**src/rtl/mux2_arbiter_if.sv**
```systemverilog
// rtl/mux2_arbiter_if.sv - requester/mux-control bundle for mux2_arbiter
//
// Purpose: groups the requester handshake (req/gnt) and the mux-control
// outputs (sel/valid/busy) of mux2_arbiter into one bundle.
// Signals:
//   req   [1:0] requester i wants the mux, held until done
//   gnt   [1:0] one-hot-or-zero registered grant
//   sel         mux select (0 routes d0, 1 routes d1)
//   valid       high exactly when gnt != 0
//   busy        arbiter is settling or granting
// Modports:
//   master - requester side, drives req
//   slave  - arbiter side, drives gnt/sel/valid/busy
interface mux2_arbiter_if;
  logic [1:0] req;
  logic [1:0] gnt;
  logic       sel;
  logic       valid;
  logic       busy;

  modport master (output req, input gnt, input sel, input valid, input busy);
  modport slave  (input req, output gnt, output sel, output valid, output busy);
endinterface

```
**src/rtl/mux2_arbiter.sv**
```systemverilog
// rtl/mux2_arbiter.sv - round-robin owner of a shared 2:1 mux select line
//
// Purpose: arbitrates two requesters for one gate-level 2:1 mux, drives and
// holds the mux select, and waits a settle interval after each select
// change before granting so the mux output has propagated.
// Ports:
//   clk    system clock, rising edge
//   rst_n  asynchronous active-low reset
//   bus    mux2_arbiter_if.slave (req in; gnt, sel, valid, busy out)
//   switch_count  [15:0] saturating count of select changes   (stats build)
//   preempt_count [7:0]  saturating count of hold preemptions (stats build)
// Optional feature: define MUX2_ARB_STATS_EN to add the two counters.
module mux2_arbiter #(
  parameter int SETTLE_CYCLES = 2,
  parameter int MAX_HOLD      = 16,
  parameter int HOLD_W        = 8
) (
  input  logic          clk,
  input  logic          rst_n,
  mux2_arbiter_if.slave bus
`ifdef MUX2_ARB_STATS_EN
  ,
  output logic [15:0]   switch_count,
  output logic [7:0]    preempt_count
`endif
);

  localparam logic [1:0] ST_IDLE   = 2'd0;
  localparam logic [1:0] ST_SETTLE = 2'd1;
  localparam logic [1:0] ST_GRANT  = 2'd2;

  localparam int CNT_W = (SETTLE_CYCLES > 1) ? $clog2(SETTLE_CYCLES + 1) : 1;
  // Loaded on entry to SETTLE; the grant edge is the one seen with count 1
  // (or 0), which makes req->gnt latency exactly SETTLE_CYCLES edges.
  localparam logic [CNT_W-1:0]  CNT_INIT  = CNT_W'((SETTLE_CYCLES > 0) ? SETTLE_CYCLES - 1 : 0);
  localparam logic [HOLD_W-1:0] HOLD_LAST = HOLD_W'((MAX_HOLD > 0) ? MAX_HOLD - 1 : 0);
  localparam logic [HOLD_W-1:0] HOLD_SAT  = '1;

  logic [1:0]        state_q, state_d;
  logic              sel_q, sel_d;
  logic [1:0]        gnt_q, gnt_d;
  logic              last_q, last_d;
  logic [HOLD_W-1:0] hold_q, hold_d;
  logic [CNT_W-1:0]  cnt_q, cnt_d;
  logic              winner;
  logic              preempt;

  always_comb begin
    state_d = state_q;
    sel_d   = sel_q;
    gnt_d   = gnt_q;
    last_d  = last_q;
    hold_d  = hold_q;
    cnt_d   = cnt_q;
    winner  = 1'b0;
    preempt = 1'b0;
    case (state_q)
      ST_IDLE: begin
        if (bus.req != 2'b00) begin
          // Lone requester wins outright; on contention the one that did
          // not own the mux last time wins.
          winner = (bus.req == 2'b11) ? ~last_q : bus.req[1];
          sel_d  = winner;
          if ((winner != sel_q) && (SETTLE_CYCLES > 0)) begin
            state_d = ST_SETTLE;
            cnt_d   = CNT_INIT;
          end else begin
            state_d = ST_GRANT;
            gnt_d   = winner ? 2'b10 : 2'b01;
            hold_d  = '0;
          end
        end
      end
      ST_SETTLE: begin
        // The pending winner is whatever sel already points at.
        if (!bus.req[sel_q]) begin
          state_d = ST_IDLE;
        end else if (cnt_q <= CNT_W'(1)) begin
          state_d = ST_GRANT;
          gnt_d   = sel_q ? 2'b10 : 2'b01;
          hold_d  = '0;
        end else begin
          cnt_d = cnt_q - CNT_W'(1);
        end
      end
      ST_GRANT: begin
        // A simultaneous owner drop counts as a plain release, not a preemption.
        preempt = (MAX_HOLD > 0) && (hold_q == HOLD_LAST) &&
                  bus.req[~sel_q] && bus.req[sel_q];
        if (!bus.req[sel_q] || preempt) begin
          state_d = ST_IDLE;
          gnt_d   = 2'b00;
          last_d  = sel_q;
          hold_d  = '0;
        end else if (hold_q != HOLD_SAT) begin
          hold_d = hold_q + HOLD_W'(1);
        end
      end
      default: begin
        state_d = ST_IDLE;
        gnt_d   = 2'b00;
      end
    endcase
  end

  always_ff @(posedge clk or negedge rst_n) begin
    if (!rst_n) begin
      state_q <= ST_IDLE;
      sel_q   <= 1'b0;
      gnt_q   <= 2'b00;
      last_q  <= 1'b1;
      hold_q  <= '0;
      cnt_q   <= '0;
    end else begin
      state_q <= state_d;
      sel_q   <= sel_d;
      gnt_q   <= gnt_d;
      last_q  <= last_d;
      hold_q  <= hold_d;
      cnt_q   <= cnt_d;
    end
  end

  assign bus.gnt   = gnt_q;
  assign bus.sel   = sel_q;
  assign bus.valid = |gnt_q;
  assign bus.busy  = (state_q != ST_IDLE);

`ifdef MUX2_ARB_STATS_EN
  logic [15:0] switch_count_q, switch_count_d;
  logic [7:0]  preempt_count_q, preempt_count_d;

  always_comb begin
    switch_count_d  = switch_count_q;
    preempt_count_d = preempt_count_q;
    if ((sel_d != sel_q) && (switch_count_q != 16'hFFFF)) begin
      switch_count_d = switch_count_q + 16'd1;
    end
    if (preempt && (preempt_count_q != 8'hFF)) begin
      preempt_count_d = preempt_count_q + 8'd1;
    end
  end

  always_ff @(posedge clk or negedge rst_n) begin
    if (!rst_n) begin
      switch_count_q  <= 16'd0;
      preempt_count_q <= 8'd0;
    end else begin
      switch_count_q  <= switch_count_d;
      preempt_count_q <= preempt_count_d;
    end
  end

  assign switch_count  = switch_count_q;
  assign preempt_count = preempt_count_q;
`endif

endmodule

```
**src/flat_wrapper.sv**
```systemverilog
// flat-port wrapper written by rule: the top's interface ports become plain ports
module mux2_arbiter_flat 
#(
  parameter int SETTLE_CYCLES = 2,
  parameter int MAX_HOLD      = 16,
  parameter int HOLD_W        = 8
)
  (clk, rst_n, bus_req, bus_gnt, bus_sel, bus_valid, bus_busy);
  mux2_arbiter_if bus_i ();
  input  logic clk;
  input  logic rst_n;
  input wire logic [$bits(bus_i.req)-1:0] bus_req;
  output wire logic [$bits(bus_i.gnt)-1:0] bus_gnt;
  output wire logic [$bits(bus_i.sel)-1:0] bus_sel;
  output wire logic [$bits(bus_i.valid)-1:0] bus_valid;
  output wire logic [$bits(bus_i.busy)-1:0] bus_busy;
  assign bus_i.req = bus_req;
  assign bus_gnt = bus_i.gnt;
  assign bus_sel = bus_i.sel;
  assign bus_valid = bus_i.valid;
  assign bus_busy = bus_i.busy;
  mux2_arbiter #(.SETTLE_CYCLES(SETTLE_CYCLES), .MAX_HOLD(MAX_HOLD), .HOLD_W(HOLD_W)) u_core (.clk(clk), .rst_n(rst_n), .bus(bus_i));
endmodule
```
**config.mk**
```make
export PLATFORM = sky130hd
export DESIGN_NAME = mux2_arbiter_flat
export DESIGN_NICKNAME = d
export VERILOG_FILES = /design/src/rtl/mux2_arbiter_if.sv /design/src/rtl/mux2_arbiter.sv /design/src/flat_wrapper.sv
export SDC_FILE = /design/constraint.sdc
export NUM_CORES = 1
export LEC_CHECK = 0
export CORE_ASPECT_RATIO = 2
export CORE_MARGIN = 4
export CORE_UTILIZATION = 39
export DETAILED_ROUTE_END_ITERATION = 8
export HOLD_SLACK_MARGIN = 0.12
export PLACE_DENSITY = 0.57
export SLEW_MARGIN = 5
export SYNTH_ARGS = -nofsm -noshare
export SYNTH_HDL_FRONTEND = slang
export SYNTH_SLANG_ARGS = --single-unit
```
**constraint.sdc**
```tcl
create_clock -name clk -period 2.75 [get_ports clk]
set_clock_uncertainty 0.2 [all_clocks]
set_input_delay 0.825 -clock clk [delete_from_list [all_inputs] [get_ports clk]]
set_output_delay 0.825 -clock clk [all_outputs]
set_load 0.03 [all_outputs]
```
======== Word level (Yosys, flattened, before mapping) ========
Index checks and enable logic that the tools add are counted.
word-level totals
  bits in read-only memories .............. 0
  register bits after elaboration ......... 16
  output and inout bits ................... 5
  bits in latches ......................... 0
  memories ................................ 0
  memory bits (writable) .................. 0
  word-level logic and storage cells ...... 74
  input bits .............................. 4
operators by class
  bitwise operators ....................... 2
  order comparisons ....................... 3
  muxes and demuxes ....................... 30
  equality and inequality tests ........... 15
  $mul .................................... 0
  div/mod/pow operators ................... 0
  add/subtract/negate cells ............... 2
  reductions and logical operators ........ 16
  shift operators ......................... 0
operator list
  operator               number
  $mux W8                6
  $mux W2                15
  $pmux W8 S3            1
  $pmux W2 S3            2
  $ne A2 B1 Y1 const B   5
  $reduce_and A5 Y1      2
  $add A8 B1 Y8 const B  1
  $eq A8 B4 Y1 const B   1
  $ne A8 B8 Y1 const B   1
  $reduce_and A6 Y1      1
  $reduce_bool A2 Y1     3
  $mux W1                5
  $eq A2 B2 Y1 const B   2
  $lt A1 B2 Y1 const B   2
  $ne A2 B2 Y1 const B   2
  $pmux W2 S2            1
  $reduce_and A2 Y1      2
  $ne A3 B1 Y1 const B   1
  $ne A3 B3 Y1 const B   1
  $reduce_and A3 Y1      1
  $reduce_bool A3 Y1     1
  $eq A2 B1 Y1 const B   1
  $le A2 B1 Y1 const B   1
  $logic_and A1 B1 Y1    2
  7 further kinds        8

======== Depth between registers and ports, before layout ========
  word-level depth ........................ 8
  depth in mapped cells ................... 7
  mapped depth without buffers ............ 7

======== Worst setup path after synthesis ========
No wires, ideal clock.
  path kind ............................... input to register
  start point ............................. in bus_req[1]
  end point ............................... reg u_core.hold_q[7]
  data arrival time ....................... 2.217 ns
  stages on the path ...................... 6
  library setup time ...................... 0.104 ns
  setup slack ............................. 0.229 ns
  required time ........................... 2.446 ns
  cells stage by stage .................... buf_6 -> a21boi_0 -> mux2i_1 -> o211ai_4 -> or3_4 -> o41ai_2
on the way
  cells in the longest elaborated chain, start to end .. 7
  elaborated cells between the ends (all ways) .. 19
  classes of those cells .................. 6 x eq/ne; 7 x mux; 6 x reduce/logical
RTL lines
  item                                                                      RTL line             source
  start: declaration                                                        flat_wrapper.sv:12   input wire logic [$bits(bus_i.req)-1:0] bus_req;
  $mux W1 (not written as such) (2 in a row)                                mux2_arbiter.sv:89   bus.req[~sel_q] && bus.req[sel_q];
  $logic_and A1 B1 Y1                                                       mux2_arbiter.sv:88   preempt = (MAX_HOLD > 0) && (hold_q == HOLD_LAST) &&
  $logic_and A1 B1 Y1                                                       mux2_arbiter.sv:89
  $logic_or A1 B1 Y1                                                        mux2_arbiter.sv:90   if (!bus.req[sel_q] || preempt) begin
  $ne A3 B1 Y1 (no source line) / $mux W8 (equally long branches)           --
  $reduce_and A6 Y1 (no source line) / $pmux W8 S3 (equally long branches)  --
  end signal: assignment                                                    mux2_arbiter.sv:119  hold_q <= hold_d;
  end: declaration                                                          mux2_arbiter.sv:43   logic [HOLD_W-1:0] hold_q, hold_d;
Parallel ways exist; a longest one is shown, timed or not. The select of a mux whose other input is x is not followed.
A chain may end at the register's enable or synchronous reset.

======== Final worst setup path ========
  start point ............................. in bus_req[1]
  end point ............................... reg u_core.gnt_q[0], in the netlist u_core.bus.gnt[0]
on the way
  cells in the longest elaborated chain, start to end .. 7
  elaborated cells between the ends (all ways) .. 21
  classes of those cells .................. 6 x eq/ne; 9 x mux; 6 x reduce/logical
RTL lines
  item                                                 RTL line             source
  branches (longest 7 deep; another with $pmux W2 S3)  --
  end signal: assignment                               mux2_arbiter.sv:117  gnt_q <= gnt_d;
  end: declaration                                     mux2_arbiter.sv:41   logic [1:0] gnt_q, gnt_d;
Several ways; the timed one is not identified. The select of a mux whose other input is x is not followed.

==> summary.txt <==
Outcome
  – Status: finished, final reports clean

Logic synthesis
  – Synth top area share: 0.353
  – Number of synthesized flops with an enable pin: 0
  – Synth Area per Inst: a little over 9 um2
  – Synth async-reset ratio: 1.00
  – Area contributors post-synth: dfrtp_1 35%, o21ai_0 7.1%, nand2_1 3.5%, nor2_1 2.8%, o32ai_4 2.6%
  – Distinct cell type count after synthesis: 41
  – Synth area leader: dfrtp_1
  – Synthesis Warnings: 0
  – Post-synthesis cell count: 117
  – Post-synth net total: 123
  – Synth Flop Type: dfrtp_1
  – Register bit total from synthesis: 16
  – Synthesized area: 0.00106 mm2
  – Sequential area share after synthesis: 0.377

Timing
  – FMAX: approximately 0.38 GHz
  – WHS: 285 ps
  – Max Transition Viols Final: 0
  – Setup slack after layout: 129 ps
  – RSZ-0062 raised after global routing: no
  – Setup TNS: 0 ps
  – Tmin final: 2620 ps
  – Least-Margin Pin Slew: roughly 480 ps
  – Setup Viol. Count Final: 0
  – Period utilisation layout: 0.953
  – Relative slew slack: 0.677
  – Fin. Hold Viols: 0

Power
  – PwrDens: 911 mW/mm2
  – Clock network power share: 0.179
  – Sw frac: 0.410
  – P_sw: 495 uW
  – Int Pwr: 711 uW
  – Worst IR drop on VDD: 466 uV
  – P_leak: 0.000596 uW
  – Combinational Power Share: 0.532
  – Flop pwr share: 0.289

Setup path
  – CP cell instances: clkdlybuf4s50_1 > mux2i_2 > nand2b_2 > o21ai_0 > nor4_1 > a211o_1
  – Setup crit end kind: register
  – WP data arrival: 2560 ps
  – Worst R2R Path Depth: 6
  – R2r startpoint: u_core.hold_q[0]$_DFFE_PN0P_
  – Required @ worst endpoint: 2690 ps
  – R2r setup slk: between 500 and 600 ps
  – Startpoint class of the critical path: input pin
  – Crit Path Max Fanout: 5
  – Critical path class: input pin to register
  – R2R Path End: u_core.bus.gnt[0]$_DFFE_PN0P_
  – Crit path from: bus_req[1]
  – Worst path slowest cell: clkdlybuf4s50_1
  – Slowest stage delay, CP: 550 ps

Drt
  – Total number of vias: 950
  – Remaining DRCs: 0
  – Number of DRC markers in iteration 0: 27
  – Router iterations before antenna repair: 4
  – Routed wire per std cell: between 15 and 20 um
  – WL final: 2540 um
  – DRT antenna net count: 0
  – DR vias/cell: 5.69

Clocking
  – Root buffer cell: clkbuf_8
  – Clock transition at path regs: 60 ps
  – Worst-case clock buffer depth: 2
  – CTS tree: done
  – H-tree levels: 1
  – # hold bufs at CTS: 0
  – Post-CTS Setup Repair Bufs: 0
  – Clock net sink count: 16
  – Clock latency on the worst-skew pair: about 260 ps
  – CTS buffer count: 3

Global route
  – Largest net degree at the start of global routing: 17
  – Antenna violations before repair: 0
  – GRT Total Usage: 0.161
  – First-pass GRT wire length: 4220 um
  – Vias in the first global route: 1013
  – Congestion Overflow GR: 0

Floorplan
  – I/O pin count: 9
  – Die extent in y: roughly 80 um
  – Die Span X: 44.9 um
  – Initial Util: 0.409
  – Die area: between 0.003 and 0.004 mm2
  – Core area: around 0.0026 mm2
  – Rows: 26

Placement
  – Port bufs: 8
  – Routability Congestion: around 0.8
  – Post-DP HPWL: between 1500 and 2000 um
  – Post-place setup slack: -195 ps

Worst hold path
  – Worst hold stages: 1
  – WHS Endpoint: u_core.cnt_q[0]$_DFFE_PN0P_
  – Hold crit path type: register to register
  – Hold Startpoint: u_core.cnt_q[0]$_DFFE_PN0P_

Finish
  – Layout cells sized above 1: 0.223
  – N_diodes: 0
  – Most common library cell in the layout ignoring fill and taps: buf_4
  – Most frequent cells in the layout: 17 x buf_4, 15 x o21ai_0, 15 x dfrtp_1
  – Area delta synth->final: 24.2%
  – Final core occ: 0.508
  – Nets: 146

Run
  – Max-cap violations: 0
[worst max-delay path: cells and delay by family]
family                 cells  cell delay (ps)
and+or+nand+nor            2              380
buffers and inverters      1              550
muxes                      1              140
AOI/OAI and AO/OA          2              670
[worst max path at each step]
stage	to	slack, ps	cells past startpoint
floorplan	u_core.hold_q[7]$_DFFE_PN0P_	230	6
global placement	u_core.bus.gnt[1]$_DFFE_PN0P_	-200	6
detailed placement	u_core.hold_q[3]$_DFFE_PN0P_	-190	7
CTS	u_core.hold_q[4]$_DFFE_PN0P_	60	7
global route	u_core.hold_q[4]$_DFFE_PN0P_	10	7
finish	u_core.bus.gnt[0]$_DFFE_PN0P_	130	6
[what timing repair did]
item                                    in CTS  in global routing
endpoints found under the hold margin        0                  0
endpoints found under the setup margin       0                  6
gates resized for setup                      0                  4
[power groups by stage]
stage	sequential (uW)	combinational, uW	clock, uW
floorplan	362	412	0
global placement	349	638	0
detailed placement	352	639	0
CTS	346	642	224
global route	356	703	232
finish	348	642	216
[routing by layer]
metal  vias up  track usage  wire, um  part of all wire
li1        476            -         -                 -
met1       448        0.138       900              0.36
met2        15        0.311      1450              0.57
met3        11       0.0197        64             0.025
met4         0        0.117       124             0.049
met5         -            0         0                 0
[through the flow]
stage          std cells  power [uW]  instance area, um2
2_1_floorplan        117         774                1060
3_3_place_gp         163         988                1260
3_5_place_dp         163         990                1260
4_1_cts              167        1210                1310
5_1_grt              167        1290                1320
6_report             167        1210                1320
[kinds of logic after synthesis]
family	synth area share
buf+inv	0.0599
flops	0.377
fa+ha+maj	0.0235
simple gates	0.239
compound gates	0.259
mux	0.0423
[Yosys cell counts, types with 3 or more instances]
library cell   n
o21ai_0       15
nand2b_1       4
nand2_1       10
nand3_1        3
nor2_1         8
buf_2          3
o31ai_1        3
and3_1         3
nor3_1         5
inv_1          4
a21oi_1        5
dfrtp_1       15
[cell type report]
| class | instances | area [um2] |
|---|---|---|
| clock buffers | 4 | 55.1 |
| repair buffers | 25 | 210 |
| flip-flops and latches | 16 | 402 |
| multi-input cells | 90 | 606 |
| fillers | 261 | 1280 |
| inverters | 4 | 15.0 |
| well taps | 28 | 35.0 |
[flip-flops by register name (all words and copies together) (netlist names)]
name,cells
u_core.state_q,2
u_core.bus.gnt,2
u_core.cnt_q,2
u_core.last_q,1
u_core.bus.sel,1
u_core.hold_q,8
Note: power is estimated with default switching activity, not from simulation.
